**config.mk**
```make
export PLATFORM = sky130hd
export DESIGN_NAME = if_fetch_sequencer
export DESIGN_NICKNAME = d
export VERILOG_FILES = /design/src/rtl/if_pkg.sv /design/src/rtl/if_fetch_fifo.sv /design/src/rtl/if_fetch_sequencer.sv
export SDC_FILE = /design/constraint.sdc
export NUM_CORES = 1
export LEC_CHECK = 0
export CAP_MARGIN = 0
export CORE_MARGIN = 2
export CORE_UTILIZATION = 45
export CTS_CLUSTER_DIAMETER = 150
export DETAILED_ROUTE_END_ITERATION = 12
export PLACE_DENSITY_LB_ADDON = 0.2
export SLEW_MARGIN = 20
export SYNTH_ARGS = -nofsm -noshare
export SYNTH_HDL_FRONTEND = slang
export SYNTH_SLANG_ARGS = --single-unit
```
**constraint.sdc**
```tcl
create_clock -name clk -period 5.15 [get_ports clk]
set_clock_uncertainty 0.05 [all_clocks]
set_input_delay 0.7725 -clock clk [delete_from_list [all_inputs] [get_ports clk]]
set_output_delay 0.7725 -clock clk [all_outputs]
set_load 0.05 [all_outputs]
```
**src/rtl/if_pkg.sv**
```systemverilog
// Shared types and constants for the instruction-fetch sequencer and its prefetch FIFO.
package if_pkg;

  localparam int unsigned INSTR_W = 32;
  localparam logic [31:0] RESET_PC_DEFAULT = 32'h0000_0004;
  localparam logic [INSTR_W-1:0] NOP_INSTR = 32'h0000_0013;

  typedef enum logic [1:0] {
    IDLE = 2'd0,
    RUN  = 2'd1,
    FULL = 2'd2
  } if_state_e;

  typedef struct packed {
    logic [31:0]        pc;
    logic [INSTR_W-1:0] instr;
  } if_entry_t;

endpackage

```
**src/rtl/if_fetch_fifo.sv**
```systemverilog
// DEPTH-entry {pc, instr} prefetch FIFO with synchronous clear; DEPTH must be a power of two.
module if_fetch_fifo
  import if_pkg::*;
#(
  parameter int DEPTH = 2
) (
  input  logic                       clk,
  input  logic                       rst_n,
  input  logic                       clear,
  input  logic                       push,
  input  logic                       pop,
  input  if_entry_t                  wdata,
  output if_entry_t                  rdata,
  output logic [$clog2(DEPTH):0]     count,
  output logic                       full,
  output logic                       empty
);

  localparam int AW = $clog2(DEPTH);
  localparam int CW = AW + 1;

  if_entry_t       mem [DEPTH];
  logic [AW-1:0]   wptr;
  logic [AW-1:0]   rptr;
  logic [CW-1:0]   cnt;

  always_ff @(posedge clk or negedge rst_n) begin
    if (!rst_n) begin
      wptr <= '0;
      rptr <= '0;
      cnt  <= '0;
    end else if (clear) begin
      wptr <= '0;
      rptr <= '0;
      cnt  <= '0;
    end else begin
      if (push) wptr <= wptr + 1'b1;
      if (pop)  rptr <= rptr + 1'b1;
      cnt <= cnt + CW'(push) - CW'(pop);
    end
  end

  // Storage carries no reset; only the pointers and count qualify it.
  always_ff @(posedge clk) begin
    if (push && !clear) mem[wptr] <= wdata;
  end

  assign rdata = mem[rptr];
  assign count = cnt;
  assign full  = (cnt == CW'(DEPTH));
  assign empty = (cnt == '0);

endmodule

```
**src/rtl/if_fetch_sequencer.sv**
```systemverilog
// IF-stage fetch controller: PC generation, prefetch queue, ID handshake and EX redirects.
// Optional performance counters are enabled by defining IF_PERF_CNT_EN.
module if_fetch_sequencer
  import if_pkg::*;
#(
  parameter logic [31:0] RESET_PC = RESET_PC_DEFAULT,
  parameter int          DEPTH    = 2
) (
  input  logic        clk,
  input  logic        rst_n,
  input  logic        fetch_en,
  output logic [31:0] rom_addr,
  input  logic [31:0] rom_data,
  input  logic        redirect_valid,
  input  logic [31:0] redirect_pc,
  output logic        if_valid,
  output logic [31:0] if_instr,
  output logic [31:0] if_pc,
  input  logic        id_ready,
  output logic        misalign
`ifdef IF_PERF_CNT_EN
  ,
  output logic [31:0] perf_fetched,
  output logic [31:0] perf_stall
`endif
);

  localparam int CW = $clog2(DEPTH) + 1;

  if_state_e       state;
  if_state_e       state_nxt;
  logic [31:0]     pc;
  logic            push;
  logic            pop;
  logic            will_be_full;
  logic            stall_cycle;
  logic [CW-1:0]   fifo_count;
  logic            fifo_full;
  logic            fifo_empty;
  if_entry_t       head;

  if_fetch_fifo #(.DEPTH(DEPTH)) u_fifo (
    .clk   (clk),
    .rst_n (rst_n),
    .clear (redirect_valid),
    .push  (push),
    .pop   (pop),
    .wdata ('{pc: pc, instr: rom_data}),
    .rdata (head),
    .count (fifo_count),
    .full  (fifo_full),
    .empty (fifo_empty)
  );

  always_ff @(posedge clk or negedge rst_n) begin
    if (!rst_n) state <= IDLE;
    else        state <= state_nxt;
  end

  always_comb begin
    state_nxt = state;
    if (redirect_valid)  state_nxt = fetch_en ? RUN : IDLE;
    else if (!fetch_en)  state_nxt = IDLE;
    else                 state_nxt = will_be_full ? FULL : RUN;
  end

  // Leaving IDLE pushes on the same edge, so the first fetch lands on the first enabled edge.
  always_comb begin
    pop          = !fifo_empty && id_ready && !redirect_valid;
    push         = fetch_en && !redirect_valid && (!fifo_full || pop);
    will_be_full = fifo_full ? (!pop || push)
                             : (fifo_count == CW'(DEPTH - 1)) && push && !pop;
    stall_cycle  = !redirect_valid && ((state == FULL) || (!fifo_empty && !id_ready));
    if_valid     = !fifo_empty;
    if_instr     = fifo_empty ? '0 : head.instr;
    if_pc        = fifo_empty ? '0 : head.pc;
    rom_addr     = pc;
  end

  always_ff @(posedge clk or negedge rst_n) begin
    if (!rst_n) begin
      pc       <= RESET_PC;
      misalign <= 1'b0;
    end else if (redirect_valid) begin
      pc <= {redirect_pc[31:2], 2'b00};
      if (redirect_pc[1:0] != 2'b00) misalign <= 1'b1;
    end else if (push) begin
      pc <= pc + 32'd4;
    end
  end

`ifdef IF_PERF_CNT_EN
  always_ff @(posedge clk or negedge rst_n) begin
    if (!rst_n) begin
      perf_fetched <= '0;
      perf_stall   <= '0;
    end else begin
      if (push)        perf_fetched <= perf_fetched + 32'd1;
      if (stall_cycle) perf_stall   <= perf_stall + 32'd1;
    end
  end
`else
  logic unused_stall;
  assign unused_stall = stall_cycle;
`endif

endmodule

```
==> results.md <==
- The run finished with clean final reports.
- The internal portion of the total power is 2.72 mW.
- Clock tree synthesis inserted a total of 17 buffers.
- In this run the horizontal extent of the chip is 126 um.
- The clock tree root driver cell is sky130_fd_sc_hd__clkbuf_16.
- The number of antenna violations at the first check in global routing is 0.
- The cell row count is 44.
- In this run, synthesis produced a sequential element count of 159.
- The number of instances in the synthesized netlist is 504.
- The startpoint-to-endpoint class of the critical path is flop to output pin.
- Along the worst path, the maximum fanout reaches 38.
- On the final layout, the worst hold slack is 0.398 ns.
- The post-detailed-route via-to-cell ratio is 5.31.
- The maximum root-to-sink buffer count is 2.
- The required time at the worst-slack endpoint is 4.33 ns.
- The max-capacitance violation count is 0.
- The synthesis warning total is 0.
- The register-to-register path setup slack is 2.35 ns.
- For this design the total switching power over the nets is 1.33 mW.
- Entering global routing, the biggest net connects 64 pins.
- The leading cell type in the layout, fill and taps excluded is sky130_fd_sc_hd__clkdlybuf4s50_1.
- The final-report setup violation count is 0.
- The peak supply drop is 0.210 mV.
- The part of the total power dissipated in combinational logic is 0.291.
- The number of nets in the layout is 737.
- The final routed wire length divided by cell count is 17.1 um.
- The worst slew slack as a fraction of its limit is 0.352.
- The area growth from synthesis to final layout is 36.4%.
- The final-report hold violation count was 0.
- The worst path meets setup with 1.71 ns of slack.
- The number of top-level design ports is 167.
- The switching power as a share of total power is 0.329.
- The area fraction in compound gates after synthesis is 0.0496.
- After routing, the total negative slack on setup checks comes to 0 ns.
- The number of flops mapped to enable cells by yosys is 124.
- Of the total synthesized cell area, the portion taken by full adders, half adders and majority gates is 0.00557.
- The clock tree synthesis step divided the H-tree into 4 levels.
- The core region is 0.0146 mm2.
- For this block, the routed nets add up to 14800 um of wire.
- Once detail routing completed, the nets flagged for antenna violations numbered 0.
- The final worst-path cycle share is 0.667.
- The number of post-CTS setup repair buffers is 0.
- For this design the ratio of total power to cell area is 441 mW/mm2.
- Power comes to 4.05 mW.
- The endpoint arrival time on the critical path is 2.61 ns.
- Summed over all layers, the global routing overflow is 0.
- The number of DRC markers after the initial detailed-route iteration is 354.
- The proportion of power drawn by flip-flops and latches is 0.390.
- The post-synthesis instance area is 0.00673 mm2.
- The mean instance size in the synthesized netlist is 13.4 um2.
- The diode insertion count for antenna repair is 0.
- The clock tree from TritonCTS is yes.
- The share of total power dissipated in the clock network is 0.319.
- The top cell types in the final layout, fill and taps aside, are sky130_fd_sc_hd__clkdlybuf4s50_1 (161), sky130_fd_sc_hd__edfxtp_1 (124), sky130_fd_sc_hd__nor2_1 (86).
- Of the synthesized area, sequential elements account for 0.683.
- The vertical die dimension is 126 um.
- In the routed design, unresolved DRC markers number 0.
- After clock tree synthesis, the flow added hold-fix buffers numbering 0.
- The area fraction in and, or, nand and nor cells after synthesis is 0.128.
- The number of clock sinks is 159.
- Subtracting the final worst setup slack from the clock period gives 3.44 ns.
- At the placement stage, the worst setup path has a slack of 1.61 ns.
- The kind of launch point of the worst setup path is a flop.
- The first-pass GRT wire length is 23500 um.
- The post-cts resize count is 0.
- The maximum clock rate is 291 MHz.
- Setup repair after global routing left no endpoint under its margin.
- For this design the static power due to leakage is 3.13 nW.
- STA classifies the critical path endpoint as an output pin.
- The count of buffers from port buffering is 162.
- The number of search-and-repair iterations in the first detailed-routing pass is 5.
- The final route contains 4579 vias.
- Routability-driven placement finished with a final weighted congestion of 0.782.
- The final count of pins violating max slew is 0.
- By area, the combinational part of the netlist is dominated by simple AND/OR/NAND/NOR gates.
- Counting distinct cell types in the post-synthesis netlist gives 41.
- After synthesis, the share of flip-flops with an asynchronous set or reset is 0.220.
- Of the total synthesized cell area, the portion taken by XOR and XNOR cells is 0.0156.
- For the worst-skew pair, the clock arrives at the later sink with an insertion delay of 0.41 ns.
- At the pin with the least slew margin, the transition time is 0.971 ns.
- The via count of the first global-routing pass is 4581.
- The die footprint is 0.0160 mm2.
- After clock tree synthesis, the clock-pin slew on the worst setup and hold paths is 0.06 ns.
- The post-DP HPWL is 9370 um.
- The share of post-route cells with drive strength above 1 is 0.0664.
- Once layout is done, the placed cells without fillers occupy 0.00918 mm2.
- The min-delay analysis places its worst path in the category input port to asynchronous set/reset pin.
- Summing all placed instances gives a cell area of 0.00851 mm2.
- For this configuration, the core starts out at a cell density of 0.462.
- The share of synthesized area spent on multiplexers is 0.0936.
- The commonest register cell after synthesis is sky130_fd_sc_hd__edfxtp_1.
- The overall track demand over capacity in global routing is 0.190.
-- per-stage QoR --
step,util,cells
CTS,0.626,860
floorplan,-,507
finish,0.629,862
global route,0.629,862
global placement,0.584,828
detailed placement,0.584,828
-- worst max-delay path, cell delays in order, from the launching register on --
cell and delay (ns):
sky130_fd_sc_hd__dfrtp_4 0.78, sky130_fd_sc_hd__buf_16 0.32, sky130_fd_sc_hd__mux2i_1 0.12, sky130_fd_sc_hd__nor2_1 0.13, sky130_fd_sc_hd__clkdlybuf4s50_1 0.82
-- power by group through the flow --
| stage | sequential (mW) | clock [mW] | combinational, mW |
|---|---|---|---|
| final | 1.58 | 1.29 | 1.18 |
| after global routing | 1.59 | 1.37 | 1.24 |
| after CTS | 1.61 | 1.31 | 1.14 |
| after detailed placement | 1.63 | 0 | 1.13 |
| after global placement | 1.63 | 0 | 1.13 |
| after floorplan | 1.64 | 0 | 0.705 |
-- per-layer routing --
metal  vias to the layer above  share of wire  GRT usage
met3                        16          0.057     0.0472
li1                       2201              -          -
met2                       162           0.48      0.302
met5                         -              0          0
met1                      2200           0.44      0.251
met4                         0          0.019     0.0795
-- state kept, by name (all words and copies together) (netlist names) --
signal and flops:
misalign 1, u_fifo.mem 124, u_fifo.rptr 1, u_fifo.wptr 1
u_fifo.count 2, rom_addr 30
-- cell families (layout without fill, tap and decap cells) --
logic type               Yosys count  count (layout)
AO/OA/AOI/OAI                     51              51
XOR/XNOR                          12              12
adder cells (fa/ha/maj)            3               3
buffers and inverters             36             207
flip-flops                       159             159
multiplexers                      63              63
other                              1               4
AND/OR/NAND/NOR                  179             179
-- final timing paths --
kind	startpoint	end	cells past startpoint
worst max-delay path	u_fifo.rptr	if_instr[1]	4
worst max register to register	u_fifo.count[1]	u_fifo.mem[0][54]	4
max in group asynchronous	rst_n	u_fifo.rptr	1
worst min-delay path	rst_n	rom_addr[27]	1
worst min register to register	misalign	misalign	1
min in group clk	misalign	misalign	1
-- synthesized netlist by cell type (2+ instances only) --
master / instances / area, um2
sky130_fd_sc_hd__nor3_1: 5 / 25.0
sky130_fd_sc_hd__xor2_1: 5 / 43.8
sky130_fd_sc_hd__nand3_1: 11 / 55.1
sky130_fd_sc_hd__o211ai_1: 2 / 15.0
sky130_fd_sc_hd__nand2b_1: 3 / 18.8
sky130_fd_sc_hd__o31ai_1: 15 / 113
sky130_fd_sc_hd__xnor2_1: 7 / 61.3
sky130_fd_sc_hd__or2_2: 2 / 12.5
sky130_fd_sc_hd__a22oi_1: 2 / 15.0
sky130_fd_sc_hd__and4_1: 2 / 17.5
sky130_fd_sc_hd__edfxtp_1: 124 / 3720
sky130_fd_sc_hd__dfrtp_1: 34 / 851
sky130_fd_sc_hd__nor2b_1: 4 / 25.0
sky130_fd_sc_hd__nand2_1: 25 / 93.8
sky130_fd_sc_hd__mux2i_1: 63 / 631
sky130_fd_sc_hd__o21ai_0: 14 / 70.1
sky130_fd_sc_hd__nor3b_1: 2 / 15.0
sky130_fd_sc_hd__and2_1: 2 / 12.5
sky130_fd_sc_hd__clkbuf_1: 20 / 75.1
sky130_fd_sc_hd__ha_1: 3 / 37.5
sky130_fd_sc_hd__or4_1: 16 / 120
sky130_fd_sc_hd__inv_1: 7 / 26.3
sky130_fd_sc_hd__buf_4: 4 / 30.0
sky130_fd_sc_hd__a31oi_1: 15 / 93.8
sky130_fd_sc_hd__nand4_1: 9 / 56.3
sky130_fd_sc_hd__and3_1: 2 / 12.5
sky130_fd_sc_hd__nor2_1: 87 / 327
sky130_fd_sc_hd__nor4_1: 2 / 12.5
sky130_fd_sc_hd__or3_1: 3 / 18.8
sky130_fd_sc_hd__buf_1: 3 / 11.3
-- cell type report --
cell class	instances	area [um2]
Clock buffer	20	447
Clock inverter	12	166
Fill cell	1120	5410
Inverter	7	26.3
Multi-Input combinational cell	312	2010
Sequential cell	159	4600
Tap cell	184	230
Timing Repair Buffer	168	1700
(Power assumes the default switching activity.)
